`src/rtl/alu_pkg.sv`:
```
// Shared types for the iterative execute-stage ALU: op codes, default width and FSM states.
package alu_pkg;

    localparam int ALU_DATA_WIDTH = 32;
    localparam int ALU_OP_W       = 4;

    typedef enum logic [3:0] {
        OP_AND  = 4'b0000,
        OP_OR   = 4'b0001,
        OP_ADD  = 4'b0010,
        OP_SUB  = 4'b0011,
        OP_SLL  = 4'b0100,
        OP_SRL  = 4'b0101,
        OP_XOR  = 4'b0110,
        OP_SRA  = 4'b0111,
        OP_BEQ  = 4'b1000,
        OP_BNE  = 4'b1001,
        OP_BLT  = 4'b1010,
        OP_BGE  = 4'b1011,
        OP_SLT  = 4'b1100,
        OP_RSV0 = 4'b1101,
        OP_RSV1 = 4'b1110,
        OP_LUI  = 4'b1111
    } alu_op_e;

    typedef enum logic {
        IDLE  = 1'b0,
        SHIFT = 1'b1
    } alu_state_e;

    function automatic logic is_shift_op(alu_op_e op);
        return (op == OP_SLL) || (op == OP_SRL) || (op == OP_SRA);
    endfunction

endpackage

```
`src/rtl/alu_shift_unit.sv`:
```
// Shift engine: one bit per cycle by default, single-cycle barrel shifter when
// ALU_BARREL_SHIFT_EN is defined.
module alu_shift_unit
    import alu_pkg::*;
#(
    parameter int DATA_WIDTH = ALU_DATA_WIDTH
) (
    input  logic                          clk,
    input  logic                          reset,
    input  logic                          start,
    input  logic [3:0]                    op,
    input  logic [DATA_WIDTH-1:0]         a,
    input  logic [$clog2(DATA_WIDTH)-1:0] amt,
    output logic                          done,
    output logic [DATA_WIDTH-1:0]         result
);

    localparam int SHAMT_W = $clog2(DATA_WIDTH);

`ifdef ALU_BARREL_SHIFT_EN

    always_comb begin
        case (alu_op_e'(op))
            OP_SLL:  result = a << amt;
            OP_SRL:  result = a >> amt;
            OP_SRA:  result = $unsigned($signed(a) >>> amt);
            default: result = a;
        endcase
    end

    assign done = 1'b1;

`else

    alu_op_e               op_r;
    logic [DATA_WIDTH-1:0] work;
    logic [SHAMT_W-1:0]    count;

    function automatic logic [DATA_WIDTH-1:0] step(logic [DATA_WIDTH-1:0] w, alu_op_e o);
        logic [DATA_WIDTH-1:0] r;
        case (o)
            OP_SLL:  r = {w[DATA_WIDTH-2:0], 1'b0};
            OP_SRA:  r = {w[DATA_WIDTH-1], w[DATA_WIDTH-1:1]};
            default: r = {1'b0, w[DATA_WIDTH-1:1]};
        endcase
        return r;
    endfunction

    always_ff @(posedge clk) begin
        if (reset) begin
            count <= '0;
        end else if (start) begin
            count <= amt;
        end else if (count != '0) begin
            count <= count - SHAMT_W'(1);
        end
    end

    always_ff @(posedge clk) begin
        if (start) begin
            work <= a;
            op_r <= alu_op_e'(op);
        end else if (count != '0) begin
            work <= step(work, op_r);
        end
    end

    // The final shift is folded into the Result load, so completion is flagged one step early.
    assign done   = (count == SHAMT_W'(1));
    assign result = step(work, op_r);

`endif

endmodule

```
`src/rtl/alu_iter_exec.sv`:
```
// Execute-stage ALU with start/done handshake; shifts iterate unless ALU_BARREL_SHIFT_EN is defined.
module alu_iter_exec
    import alu_pkg::*;
#(
    parameter int DATA_WIDTH    = ALU_DATA_WIDTH,
    parameter int OPCODE_LENGTH = ALU_OP_W
) (
    input  logic                     clk,
    input  logic                     reset,
    input  logic                     Start,
    input  logic [OPCODE_LENGTH-1:0] Operation,
    input  logic [DATA_WIDTH-1:0]    SrcA,
    input  logic [DATA_WIDTH-1:0]    SrcB,
    output logic                     Ready,
    output logic                     Done,
    output logic [DATA_WIDTH-1:0]    Result
);

    localparam int SHAMT_W = $clog2(DATA_WIDTH);

    alu_op_e               op;
    logic [SHAMT_W-1:0]    amt;
    logic                  accept;
    logic                  shift_req;
    logic                  shift_start;
    logic                  shift_done;
    logic                  load_result;
    logic [DATA_WIDTH-1:0] shift_result;
    logic [DATA_WIDTH-1:0] result_next;

    assign op        = alu_op_e'(Operation[3:0]);
    assign amt       = SrcB[SHAMT_W-1:0];
    assign shift_req = is_shift_op(op);

    function automatic logic [DATA_WIDTH-1:0] alu_compute(alu_op_e o,
                                                          logic [DATA_WIDTH-1:0] a,
                                                          logic [DATA_WIDTH-1:0] b);
        logic [DATA_WIDTH-1:0] r;
        r = '0;
        case (o)
            OP_AND:         r = a & b;
            OP_OR:          r = a | b;
            OP_ADD:         r = a + b;
            OP_SUB:         r = a - b;
            OP_XOR:         r = a ^ b;
            OP_SLT, OP_BLT: r = DATA_WIDTH'($signed(a) < $signed(b));
            OP_BGE:         r = DATA_WIDTH'(!($signed(a) < $signed(b)));
            OP_BEQ:         r = DATA_WIDTH'(a == b);
            OP_BNE:         r = DATA_WIDTH'(a != b);
            OP_LUI:         r = b;
            // Only reached for a zero shift amount; real shifts go through the shift unit.
            OP_SLL, OP_SRL, OP_SRA: r = a;
            default:        r = '0;
        endcase
        return r;
    endfunction

    alu_shift_unit #(
        .DATA_WIDTH(DATA_WIDTH)
    ) u_shift (
        .clk    (clk),
        .reset  (reset),
        .start  (shift_start),
        .op     (Operation[3:0]),
        .a      (SrcA),
        .amt    (amt),
        .done   (shift_done),
        .result (shift_result)
    );

`ifdef ALU_BARREL_SHIFT_EN

    assign Ready       = ~reset;
    assign accept      = Start & Ready;
    assign shift_start = 1'b0;
    assign load_result = accept;
    assign result_next = shift_req ? shift_result : alu_compute(op, SrcA, SrcB);

`else

    alu_state_e state;
    alu_state_e state_next;

    // Ready is masked by reset so a Start coinciding with reset is never accepted.
    assign Ready  = (state == IDLE) & ~reset;
    assign accept = Start & Ready;

    always_ff @(posedge clk) begin
        if (reset) begin
            state <= IDLE;
        end else begin
            state <= state_next;
        end
    end

    always_comb begin
        state_next  = state;
        shift_start = 1'b0;
        load_result = 1'b0;
        result_next = alu_compute(op, SrcA, SrcB);
        case (state)
            IDLE: begin
                if (accept) begin
                    if (shift_req && (amt != '0)) begin
                        shift_start = 1'b1;
                        state_next  = SHIFT;
                    end else begin
                        load_result = 1'b1;
                    end
                end
            end
            SHIFT: begin
                if (shift_done) begin
                    load_result = 1'b1;
                    result_next = shift_result;
                    state_next  = IDLE;
                end
            end
            default: state_next = IDLE;
        endcase
    end

`endif

    always_ff @(posedge clk) begin
        if (reset) begin
            Done   <= 1'b0;
            Result <= '0;
        end else begin
            Done <= load_result;
            if (load_result) begin
                Result <= result_next;
            end
        end
    end

endmodule

```
`config.mk`:
```
export PLATFORM = sky130hd
export DESIGN_NAME = alu_iter_exec
export DESIGN_NICKNAME = d
export VERILOG_FILES = /design/src/rtl/alu_pkg.sv /design/src/rtl/alu_shift_unit.sv /design/src/rtl/alu_iter_exec.sv
export SDC_FILE = /design/constraint.sdc
export NUM_CORES = 1
export LEC_CHECK = 0
export CAP_MARGIN = 30
export CORE_MARGIN = 2
export CORE_UTILIZATION = 60
export DETAILED_ROUTE_END_ITERATION = 10
export PLACE_DENSITY_LB_ADDON = 0.25
export RECOVER_POWER = 50
export SLEW_MARGIN = 20
export SYNTH_ARGS = -nofsm -noshare
export SYNTH_HDL_FRONTEND = slang
export SYNTH_SLANG_ARGS = --single-unit
export TNS_END_PERCENT = 50
```
`constraint.sdc`:
```
create_clock -name clk -period 7.3 [get_ports clk]
set_input_delay 1.46 -clock clk [delete_from_list [all_inputs] [get_ports clk]]
set_output_delay 1.46 -clock clk [all_outputs]
set_load 0.01 [all_outputs]
```
# After elaboration in Yosys (flattened, before gate mapping)
# Index checks and enable logic that the tools add are counted.
# op_classes
eq_ne,18
n_mux,17
n_bitwise,7
n_reduce_logical,10
n_addsub,3
order_cmp,1
# op_table
cell,count
$pmux W32 S11,1
$mux W32,4
$pmux W32 S2,1
$add A32 B32 Y32,1
$and A32 B32 Y32,1
$eq A32 B32 Y1,1
$lt A32 B32 Y1,1
$ne A32 B32 Y1,1
$or A32 B32 Y32,1
$sub A32 B32 Y32,1
$xor A32 B32 Y32,1
$eq A4 B3 Y1 const B,6
$eq A4 B4 Y1 const B,6
$mux W5,2
$reduce_bool A5 Y1,2
$eq A4 B2 Y1 const B,2
$mux W1,7
$eq A5 B1 Y1 const B,1
$sub A5 B1 Y5 const B,1
$eq A4 B1 Y1 const B,1
$logic_not A4 Y1,1
$pmux W1 S2,2
$reduce_or A3 Y1,1
$and A1 B1 Y1,2
other kinds (6),8
# totals
output_inout_bits,34
register_bits,75

# Longest topological paths before layout
# Gate-level depths: netlist (run 1).
# depth
word_depth,8
depth_mapped,13
depth_no_buf,13

# Cells and area by module
# From an unflattened synthesis (run 1), not the netlist that was laid out.
# unflattened
hier_cells,1183
area_unflattened_um2,9371.5
# by_module_without_submodules
module,seq_area_each_um2,n_inst,area_per_inst_um2,cells_per_inst
alu_iter_exec,680.7,1,7201.9,1037
alu_shift_unit,1181.1,1,2169.6,146

# Worst setup path after synthesis (run 1)
# No wires, ideal clock.
# synth_timing
kind,input-to-reg
start,input SrcB[5]
end,register Result[28]
t_arrival_ns,4.131
path_stages,13
t_required_ns,7.166
setup_slack_ns,3.035
cell_sequence,inv_1 -> ha_1 -> buf_2 -> nor3_1 -> a2111oi_0 -> o21bai_1 -> a31oi_1 -> o21ai_1 -> a21o_1 -> a21oi_1 -> xnor2_1 -> nor3_1 -> or4_1
# synth_between
elab_chain_len,4
word_cells_on_any_way,5
cone_classes,add/sub: 2; mux: 3
# synth_rtl
item,line_no,text
"start, declared",alu_iter_exec.sv:13,"input logic [DATA_WIDTH-1:0] SrcB,"
$sub A32 B32 Y32 or $add A32 B32 Y32 (tied branches),"alu_iter_exec.sv:44, alu_iter_exec.sv:43",
$pmux W32 S11 *,alu_iter_exec.sv:40,case (o)
$mux W32,alu_iter_exec.sv:113,if (shift_done) begin
$mux W32 *,alu_iter_exec.sv:101,case (state)
"end signal, assigned",alu_iter_exec.sv:132,Result <= result_next;
"end, declared",alu_iter_exec.sv:16,output logic [DATA_WIDTH-1:0] Result
# Mark *: on every way between the ends. The rest lies on a longest branch, timed or not.
# A chain may end at the register's enable or synchronous reset.

# Final worst setup path (run 1)
# layout_timing
start,input Operation[0]
end,register u_shift.work[0] (data pin)
# layout_between
elab_chain_len,8
word_cells_on_any_way,10
cone_classes,eq/ne: 3; mux: 4; reduce/logical: 3
# layout_rtl
item,line_no,text
"start, declared",alu_iter_exec.sv:11,"input logic [OPCODE_LENGTH-1:0] Operation,"
$eq A4 B3 Y1,alu_pkg.sv:32,return (op == OP_SLL) || (op == OP_SRL) || (op == OP_SRA);
$logic_or A1 B1 Y1,alu_pkg.sv:32,
$logic_or A1 B1 Y1 *,alu_pkg.sv:32,
$logic_and A1 B1 Y1 *,alu_iter_exec.sv:104,if (shift_req && (amt != '0)) begin
$mux W1 *,alu_iter_exec.sv:104,
$mux W1 *,alu_iter_exec.sv:103,if (accept) begin
$mux W1 *,alu_iter_exec.sv:101,
named net shift_start,alu_iter_exec.sv:25,logic shift_start;
$mux W32 *,alu_shift_unit.sv:60,if (start) begin
"end signal, assigned",alu_shift_unit.sv:64,"work <= step(work, op_r);"
"end, declared",alu_shift_unit.sv:36,logic [DATA_WIDTH-1:0] work;
# Mark *: on every way through the listed nets, which the timed path passes. The rest lies on a longest branch.

==> metrics, run 1 <==
status=complete, but fails checks; failing checks=max-capacitance violations, max-slew violations; Synth Flop Type=dfxtp_1; setup bufs post-CTS=0; reg2reg setup slack=3930 ps; final instance count without filler cells=1452; GRT Total Usage=40.26%; initial antenna violation count=1; critical path arrival=6380 ps; Initial Util=61.52%; Worst-Skew Late Latency=340 ps; sequential area share after synthesis=20.82%; critical path endpoint category=flip-flop; crit path max fanout=44; Slew HR=-42.04%; cell count of the worst hold path=2; mean routed wirelength per cell=22.66 um; CP Launch Type=input pin; Synth Register Bits=75; Tmin final=6307 ps; grt total ovfl=0; Post-CTS Resized=0; CTS root buffer=clkbuf_16; die height=126.1 um; maxcap violations=1; worst reg-to-reg path cell count=6; DRT antenna net count=0; pwr/cell area=196.7 nW/um^2; CP Class=in -> reg; port bufs=104; YS warnings=0; Synth async-reset ratio=0%; post-route cell area=10390 sq um; Post-layout nets=1447; Post-synth EDFFs=36; Placed Instances=1434; number of buffers created by CTS=9; maximum VDD drop=223.9 uV; Synth Cell Area=8941 sq um; Max Fclk=0.1586 GHz; Core ar.=14530 sq um; CTS tree=built; gp weighted congestion=1.042; number of remaining DRC errors=0; DP Area=10080 sq um; routed wire length=32910 um; Worst-Margin Slew=2131 ps; CTS H-Tree Depth=3; leakage=4.312 nW; Setup TNS=0 ps; Rows=44; dpl hpwl=24170 um; Area Growth Syn to Fin=16.23%; HP Class=reg -> reg; full die area=15890 sq um; Max clock buf depth=2; clk sink count=75; Mean Syn Cell Area=7.395 sq um; Gate Count Post-Synth=1209; share of layout cells above drive strength 1=4.653%; unrepaired setup endpoints after global routing=false; First DRT Iteration DRCs=1420; Worst Path Required=7370 ps; global-route wire length before repair=50830 um; largest net degree at the start of global routing=59; Yosys cell types=77; DRT Pass-1 Iters=6; Ports=105; ant diodes=0; clk_skew=9.082 ps; Die Span X=126.1 um; Worst-path clk slew=60 ps; Pins Over Slew Limit=41; final hold viol count=0; via/cell ratio=6.846; hold buffer count at cts=0; vias=9941; Tcrit/Tclk final=86.39%; Setup-failing EPs final=0; number of global-route vias before repair=9079; post-synth net total=1393
metal layers:
layer,global-route usage (%),part of all wire [%]
met5,0,0
met1,59.50,41
met2,58.32,41
met3,9.516,15
met4,11.51,3.0
placed cells by master (no fill, tap or decap), types with 15 or more instances in the layout:
cell	synthesis	layout
inv_1	95	96
clkdlybuf4s50_1	0	67
o21ai_0	62	62
mux2i_1	35	35
a21oi_1	144	144
nor2_1	155	154
o21ai_1	21	21
dlygate4sd3_1	0	37
xnor2_1	20	20
ha_1	111	111
a31oi_1	34	34
buf_4	0	15
a222oi_1	16	16
nor3_1	17	16
o21bai_1	15	15
dfxtp_1	39	39
nand3_1	25	24
edfxtp_1	36	36
nand2_1	72	72
metrics by stage:
| step | utilization, % | hold WS, ps | power, mW | worst slack [ps] |
|---|---|---|---|---|
| global route | 71.50 | 520.4 | 2.139 | 882.8 |
| detailed placement | 69.34 | 492.4 | 1.534 | 1599 |
| finish | 71.50 | 500.2 | 2.045 | 993.5 |
| CTS | 71.59 | 502.0 | 2.023 | 1930 |
| global placement | 69.34 | 483.3 | 1.515 | 1657 |
| floorplan | - | 459.0 | 1.240 | 3035 |
final timing paths:
path,to,startpoint
worst max register to register,Result[28]$_SDFFE_PP0P_,u_shift.count[2]$_SDFFE_PP0P_
worst max-delay path,u_shift.work[0]$_DFFE_PP_,Operation[0]
worst min-delay path,state$_SDFF_PP0_,state$_SDFF_PP0_
worst min register to register,state$_SDFF_PP0_,state$_SDFF_PP0_
cells by family (layout without fill, tap and decap cells):
kind of cell / after synthesis / in the layout / synth area share (%)
buffers and inverters: 188 / 247 / 7.976
adders and majority gates: 113 / 113 / 15.98
muxes: 35 / 35 / 3.918
xor gates and xnor gates: 25 / 25 / 2.449
DFF: 75 / 75 / 20.82
and+or+nand+nor: 341 / 341 / 17.48
AOI/OAI and AO/OA: 432 / 432 / 31.37
critical path, cell delays in order:
cell and delay [ps]:
dlygate4sd3_1 1110, inv_1 770, a211oi_1 590, a21boi_1 360, nand3_1 930, buf_4 640
inv_1 350, o21ai_0 140
final cells by class:
| class | instances | area [sq um] |
|---|---|---|
| well taps | 184 | 230.2 |
| clock inverters | 7 | 102.6 |
| clock buffers | 9 | 225.2 |
| fillers | 1187 | 4141 |
| multi-input cells | 946 | 6390 |
| inverters | 107 | 401.6 |
| repair buffers | 124 | 1181 |
| flip-flops and latches | 75 | 1862 |
power breakdown:
group          total, mW  switching, mW  internal (mW)
sequential         0.711         0.0829          0.628
combinational      0.842          0.531          0.312
clock              0.491          0.189          0.302
total               2.04          0.803           1.24
flip-flops by register name (all words and copies together) (netlist names):
signal and flops:
state 1, u_shift.work 32, Done 1, u_shift.op_r 4, Result 32, u_shift.count 5
cell usage after synthesis, drive strengths merged (7+ instances only):
| master | instances | area share [%] |
|---|---|---|
| nand4 | 12 | 0.84 |
| a222oi | 16 | 1.8 |
| a221o | 7 | 0.78 |
| ha | 111 | 16 |
| o31ai | 9 | 0.76 |
| a21oi | 144 | 8.1 |
| a21o | 14 | 1.2 |
| nor4 | 10 | 0.77 |
| nor2 | 155 | 6.5 |
| edfxtp | 36 | 12 |
| a31oi | 35 | 2.5 |
| and2 | 7 | 0.49 |
| a22oi | 13 | 1.1 |
| o211ai | 10 | 0.99 |
| nor2b | 10 | 0.70 |
| o21ai | 83 | 4.6 |
| nor3 | 17 | 0.95 |
| mux2i | 35 | 3.9 |
| xnor2 | 20 | 2.0 |
| or3 | 7 | 0.60 |
| inv | 106 | 4.5 |
| buf | 11 | 0.55 |
| a221oi | 14 | 1.4 |
| clkbuf | 70 | 2.9 |
| o221ai | 9 | 0.88 |
| a211oi | 10 | 0.90 |
| a311oi | 7 | 0.69 |
| o22ai | 9 | 0.70 |
| dfxtp | 39 | 8.7 |
| nand2 | 73 | 3.1 |
| o21bai | 15 | 1.3 |
| nand3 | 25 | 1.4 |
Power figures use the tool's default switching activity.
==> run 2, diff against run 1 <==
--- a/config.mk
+++ b/config.mk
@@ -7,10 +7,11 @@
 export LEC_CHECK = 0
 export CAP_MARGIN = 30
 export CORE_MARGIN = 2
-export CORE_UTILIZATION = 60
+export CORE_UTILIZATION = 59
 export DETAILED_ROUTE_END_ITERATION = 10
 export PLACE_DENSITY_LB_ADDON = 0.25
 export RECOVER_POWER = 50
+export SKIP_LAST_GASP = 1
 export SLEW_MARGIN = 20
 export SYNTH_ARGS = -nofsm -noshare
 export SYNTH_HDL_FRONTEND = slang
==> run 2 against run 1 <==
  * The flow still finishes with violations (max-capacitance violations, max-slew violations)
  * Clock skew about the same
  * Total power down 2.8%
  * Wire length is 2.7% lower
  * Sequential share of layout area about the same
  * Combinational power down 0.8%
  * Cell area hardly changed
  * Core utilization shrank 0.50 points
  * First-iteration DRC count decreased by 6.0%
  * Cell count grew 0.21%
  * Largest power group unchanged
==> metrics, run 2 (synthesized netlist as in run 1, its figures left out) <==
vias=9913; Slew HR=-7.902%; Worst Path Required=7370 ps; critical path arrival=6350 ps; Initial Util=61.06%; total chip power=1.988 mW; Tmin final=6275 ps; Ports=105; number of buffers created by CTS=9; global-route wire length before repair=50040 um; Top Registers=Result (32), u_shift.work (32), u_shift.count (5); initial antenna violation count=0; final hold viol count=0; DRT antenna net count=0; final instance count without filler cells=1455; clk sink count=75; hold_ws=499.2 ps; Pins Over Slew Limit=29; share of layout cells above drive strength 1=4.878%; grt total ovfl=0; clk_skew=9.287 ps; final setup margin=1025 ps; post-route cell area=10400 sq um; Placed Instances=1437; Worst-Skew Late Latency=340 ps; Core ar.=14640 sq um; gp weighted congestion=1.007; port bufs=104; Max clock buf depth=2; maximum VDD drop=209.3 uV; Post-layout nets=1450; CP Class=in -> reg; Util after Layout=71.00%; CTS tree=built; Area Growth Syn to Fin=16.29%; largest net degree at the start of global routing=59; CTS root buffer=clkbuf_16; Rows=44; commonest non-fill, non-tap cell in the layout=nor2_1; ant diodes=0; maxcap violations=1; dpl hpwl=23770 um; crit path max fanout=41; hold buffer count at cts=0; status=complete, but fails checks; leakage=4.316 nW; CTS H-Tree Depth=3; commonest non-fill, non-tap cells in the layout=154 x nor2_1, 144 x a21oi_1, 111 x ha_1; HP Class=reg -> reg; mean routed wirelength per cell=22.00 um; failing checks=max-capacitance violations, max-slew violations; First DRT Iteration DRCs=1335; CP Launch Type=input pin; Max Fclk=0.1594 GHz; via/cell ratio=6.813; pwr/cell area=191.2 nW/um^2; critical path endpoint category=flip-flop; DP Area=10110 sq um; setup bufs post-CTS=0; DRT Pass-1 Iters=6; Setup-failing EPs final=0; pre-CTS setup slack=1697 ps; Post-CTS Resized=0; GRT Total Usage=39.18%; full die area=16160 sq um; Worst-path clk slew=60 ps; unrepaired setup endpoints after global routing=false; Worst-Margin Slew=1619 ps; routed wire length=32010 um; Setup TNS=0 ps; Tcrit/Tclk final=85.96%; die height=127.1 um; number of global-route vias before repair=9006; Die Span X=127.1 um; number of remaining DRC errors=0
## run 2: final timing paths
path	depth (start not counted)	slack (ps)	to	start
worst min register to register	2	500	u_shift.count[4]$_SDFFE_PP0P_	u_shift.count[4]$_SDFFE_PP0P_
worst min-delay path	2	500	u_shift.count[4]$_SDFFE_PP0P_	u_shift.count[4]$_SDFFE_PP0P_
worst max register to register	5	4270	u_shift.work[0]$_DFFE_PP_	state$_SDFF_PP0_
worst max-delay path	9	1030	u_shift.work[0]$_DFFE_PP_	Operation[2]
## run 2: power breakdown
group          switching, mW  internal [mW]
registers             0.0823          0.628
clock network          0.178          0.263
logic                  0.523          0.313
## run 2: layout make-up
type | instances | area (sq um)
clock buffers | 9 | 225.2
clock inverters | 7 | 67.56
fillers | 1253 | 4247
inverters | 107 | 401.6
multi-input cells | 946 | 6396
flip-flops and latches | 75 | 1862
well taps | 184 | 230.2
repair buffers | 127 | 1215
## run 2: critical path, stage by stage
cell             delay [ps]
clkdlybuf4s50_1         460
clkbuf_1               1160
inv_1                   580
a211oi_4                360
a21boi_1                270
nand3_1                 920
buf_4                   640
inv_1                   320
o21ai_0                 140
## run 2: metal layers
layer / track usage (%) / part of all wire, % / vias up / routed length (um)
met4: 10.92 / 2.6 / 0 / 833
li1: - / - / 4518 / -
met2: 57.37 / 41 / 753 / 13170
met5: 0 / 0 / - / 0
met3: 8.291 / 15 / 71 / 4799
met1: 58.17 / 41 / 4571 / 13200
==> run 3, diff against run 2 <==
--- a/config.mk
+++ b/config.mk
@@ -5,6 +5,7 @@
 export SDC_FILE = /design/constraint.sdc
 export NUM_CORES = 1
 export LEC_CHECK = 0
+export ABC_AREA = 1
 export CAP_MARGIN = 30
 export CORE_MARGIN = 2
 export CORE_UTILIZATION = 59
==> run 3 against run 2 <==
  * The run still ends with max-capacitance violations, max-slew violations left
  * Die area is 16% higher
  * Synthesized area up 16%
  * Clock-buffer cell count grew 1
  * Maximum frequency increased by 13%
  * Critical endpoint is now u_shift.work[12]$_DFFE_PP_
  * Highest routed layer unchanged
  * Via count grew 20%
  * Global-route usage is 0.65 points higher
  * Worst setup slack improved by 740 ps
  * Synthesized cell count is 43% higher
  * Total power up 1.5%
  * Combinational power is 6.6% higher
==> metrics, run 3 <==
initial antenna violation count=0; Core ar.=17240 sq um; synth cell count leaders=525 x nand2_1, 284 x inv_1, 133 x nand3_1; Layout fillers=1632; Synth async-reset ratio=0%; CTS H-Tree Depth=3; unrepaired setup endpoints after global routing=false; storage element area=1862 sq um; global-route wire length before repair=56970 um; critical path arrival=5700 ps; reg2reg setup slack=4430 ps; Setup-failing EPs final=0; Rows=48; full die area=18680 sq um; status=complete, but fails checks; Mean Syn Cell Area=6.003 sq um; final hold viol count=0; CTS tree=built; clk_skew=11.54 ps; die height=136.7 um; Pins Over Slew Limit=1; number of remaining DRC errors=0; largest area contributor in the netlist=nand2_1; maximum VDD drop=325.9 uV; setup bufs post-CTS=0; Setup TNS=0 ps; Tmin final=5530 ps; share of layout cells above drive strength 1=3.627%; Worst-Skew Late Latency=340 ps; grt total ovfl=0; port bufs=104; Post-synth EDFFs=36; HP Class=reg -> reg; Post-layout nets=1971; Synth Cell Area=10380 sq um; Yosys cell types=48; mean routed wirelength per cell=18.63 um; leakage=6.165 nW; via/cell ratio=5.911; maxcap violations=1; commonest non-fill, non-tap cells in the layout=528 x nand2_1, 284 x inv_1, 134 x nand3_1; Worst-path clk slew=60 ps; Initial Util=60.25%; Yosys top cell area share=18.98%; critical path endpoint category=flip-flop; YS warnings=0; number of buffers created by CTS=9; dominant cells by area after synthesis=nand2_1 19%, ha_1 13%, edfxtp_1 10%, inv_1 10%, dfxtp_1 7.5%; Synth Register Bits=75; GRT Total Usage=39.83%; Multi-input gate area=6965 sq um; Area Growth Syn to Fin=11.96%; DRT antenna net count=0; failing checks=max-capacitance violations, max-slew violations; routed wire length=37570 um; DRT Pass-1 Iters=5; Util after Layout=67.46%; Gate Count Post-Synth=1730; crit path max fanout=49; sequential area share after synthesis=17.93%; First DRT Iteration DRCs=1493; Synth Flop Type=dfxtp_1; Top Registers=Result (32), u_shift.work (32), u_shift.count (5); number of global-route vias before repair=10988; CTS root buffer=clkbuf_16; Die Span X=136.7 um; commonest non-fill, non-tap cell in the layout=nand2_1; gp weighted congestion=1.014; vias=11923; Worst-Margin Slew=1497 ps; Tcrit/Tclk final=75.76%; CP Launch Type=input pin; ant diodes=0; Post-CTS Resized=0; Slew HR=-0.05569%; Ports=105; post-synth net total=1914; dpl hpwl=29520 um; Max clock buf depth=2; CP Class=in -> reg; Worst Path Required=7470 ps; hold buffer count at cts=0; pwr/cell area=173.4 nW/um^2; cell with the most instances after synthesis=nand2_1; Max Fclk=0.1808 GHz; hold_ws=522.8 ps; clk sink count=75; largest net degree at the start of global routing=50
[run 3: cell count changes after synthesis, moves of 34 or more]
cell      change
a21oi_1      -66
inv_1       +189
o21ai_0      +49
a31oi_1      -34
nand2_1     +453
o22ai_1      +51
clkbuf_1     -60
nand3_1     +108
[run 3: routing by layer]
layer | vias up | share of wire, % | track usage [%]
met4 | 0 | 3.5 | 15.74
li1 | 5691 | - | -
met3 | 106 | 12 | 7.778
met1 | 5372 | 42 | 53.66
met5 | - | 0 | 0
met2 | 754 | 43 | 62.56
[run 3: path summary, 6_finish.rpt]
check,startpoint,endpoint,cells after the start
max,Operation[2],u_shift.work[12]$_DFFE_PP_,10
min,state$_SDFF_PP0_,state$_SDFF_PP0_,2
max reg2reg,u_shift.count[1]$_SDFFE_PP0P_,Result[1]$_SDFFE_PP0P_,10
min reg2reg,state$_SDFF_PP0_,state$_SDFF_PP0_,2
[run 3: kinds of logic (layout without fill, tap and decap cells)]
| family | after synthesis | after routing | synth area share (%) |
|---|---|---|---|
| simple gates | 851 | 851 | 34.43 |
| flops | 75 | 75 | 17.93 |
| mux | 25 | 25 | 2.410 |
| buf+inv | 362 | 424 | 14.69 |
| compound gates | 300 | 300 | 16.45 |
| fa+ha+maj | 113 | 113 | 13.76 |
| xor+xnor | 4 | 4 | 0.3374 |
[run 3: power breakdown]
group / switching [mW] / internal, mW / total [mW]
combinational: 0.600 / 0.290 / 0.890
sequential: 0.0739 / 0.628 / 0.702
clock: 0.183 / 0.242 / 0.425
[run 3: worst max-delay path, stage by stage]
cell and delay (ps):
dlygate4sd3_1 650, clkinv_1 100, nor2_1 180, nand2_1 900
inv_4 440, nand3_1 520, clkinv_1 470, buf_4 520
nand2_1 270, o21ai_0 150
[run 3: per-stage QoR]
stage / cell area, sq um / worst slack (ps) / power [mW] / cells
2_1_floorplan: 10390 / 3836 / 1.276 / 1730
5_1_grt: 11630 / 1606 / 2.128 / 2017
3_3_place_gp: 11350 / 2834 / 1.550 / 2000
4_1_cts: 11660 / 2806 / 1.997 / 2017
6_report: 11630 / 1770 / 2.017 / 2017
3_5_place_dp: 11370 / 2796 / 1.572 / 2001
[run 3: cell type report]
cell class              count  area share [%]
multi-input cells        1293           59.91
clock inverters             6          0.4089
inverters                 297           9.620
repair buffers            111           9.577
clock buffers              10           2.055
flip-flops and latches     75           16.01
well taps                 225           2.421
==> RTL edit, RTL diff (settings of run 2) <==
Make the reset (`reset`) asynchronous in 3 clocked blocks.
--- a/src/rtl/alu_shift_unit.sv
+++ b/src/rtl/alu_shift_unit.sv
@@ -46,7 +46,7 @@
         return r;
     endfunction
 
-    always_ff @(posedge clk) begin
+    always_ff @(posedge clk or posedge reset) begin
         if (reset) begin
             count <= '0;
         end else if (start) begin
--- a/src/rtl/alu_iter_exec.sv
+++ b/src/rtl/alu_iter_exec.sv
@@ -85,7 +85,7 @@
     assign Ready  = (state == IDLE) & ~reset;
     assign accept = Start & Ready;
 
-    always_ff @(posedge clk) begin
+    always_ff @(posedge clk or posedge reset) begin
         if (reset) begin
             state <= IDLE;
         end else begin
@@ -122,7 +122,7 @@
 
 `endif
 
-    always_ff @(posedge clk) begin
+    always_ff @(posedge clk or posedge reset) begin
         if (reset) begin
             Done   <= 1'b0;
             Result <= '0;
Formal check against the unedited RTL: differs if reset is asserted again (counterexample within 4 cycles, from zero or initial values and one cycle with reset high); with reset held inactive, the same outputs for 10 cycles.
==> RTL edit against run 2 <==
- the flow still finishes with violations (max-capacitance violations, max-slew violations)
- wire length rose by 3.8%
- final area rose by 2.2%
- fmax rose by 4.9%
- setup slack improved by 290 ps
- clock skew barely moved
- sequential cell count did not move
- core utilization fell by 1.1 points
- power rose by 20%
- cell count fell by 2.3%
- count of clock-buffer cells in the layout rose by 1
- global-route usage rose by 0.81 points
- area after synthesis rose by 2.5%
- critical endpoint is now Result[12]$_DFFE_PP0P_
==> RTL edit: results (changes against run 2) <==
| Metric | Value |
|---|---|
| Run status | `complete, but fails checks` |
| Failing checks | `max-capacitance violations, max-slew violations` |
| Max cap viols | `2 (+1)` |
| Largest stage delay, worst path | `1290 ps (+130 ps)` |
| Leak | `4.58 nW (+6.1%)` |
| Slew Limit Fails | `64 (+120%)` |
| Unique masters post-synth | `80 (+3.9%)` |
| Synthesis-to-finish area growth | `16.0%` |
| Global-route wire length before repair | `51.0 mm (+1.9%)` |
| Fraction of area in multi-input gates | `60.5% (-1.0 points)` |
| Routed vias | `9696 (-2.2%)` |
| Clock skew | `9.49 ps (+0.200 ps)` |
| Hpwl dp | `24.3 mm (+2.1%)` |
| Crit path max fanout | `35 (-15%)` |
| Pre-antenna DRT Iters | `7 (+1)` |
| Fin crit share | `81.9% (-4.0 points)` |
| Multi-In Gates | `921 (-2.6%)` |
| Rows | `45 (+2.3%)` |
| VDD IR-drop max | `0.126 mV (-40%)` |
| GPL Wtd Cong | `1.00 (-0.52%)` |
| Total wire length | `33.2 mm (+3.8%)` |
| Inverter count | `99 (-7.5%)` |
| Largest net degree at the start of global routing | `73 (+24%)` |
| R2r endpoint | `Result[12]$_DFFE_PP0P_` |
| Dpl cells | `1405 (-2.2%)` |
| Largest cells by area after synthesis | `ha_1 15%, edfxtp_1 12%, dfrtp_1 11%, a21oi_1 7.5%, nor2_1 5.0%` |
| Avg WL per Cell | `23.4 µm (+6.3%)` |
| Area share of buffers outside the clock network | `11.0% (-0.69 points)` |
| Hold Startpoint | `Result[1]$_DFFE_PP0P_` |
==> RTL edit: cell types whose count changed after synthesis, moves of 8 or more <==
cell      change
inv_2         -9
o211ai_1      +8
nand2_1      +10
nand2b_1      +8
dfxtp_1      -39
nand3_1       -9
clkbuf_1     -19
a31oi_1      -25
dfrtp_1      +39
o21ai_0      +17
buf_2        +11
o21ai_1      -15
nor2_1       -33
==> RTL edit: cell families after synthesis <==
family / Yosys count / synth area share, %
xor gates and xnor gates: 29 / 2.77
DFF: 75 / 22.4
muxes: 37 / 4.04
buffers and inverters: 174 / 7.57
AOI/OAI and AO/OA: 431 / 32.0
and+or+nand+nor: 311 / 15.5
adders and majority gates: 113 / 15.6
==> RTL edit: metal layers <==
metal	part of all wire, %	global-route usage, %	vias to the layer above
li1	-	-	4389
met1	42	58.8	4578
met4	2.4	9.85	0
met5	0	0	-
met2	42	58.5	664
met3	14	10.5	65
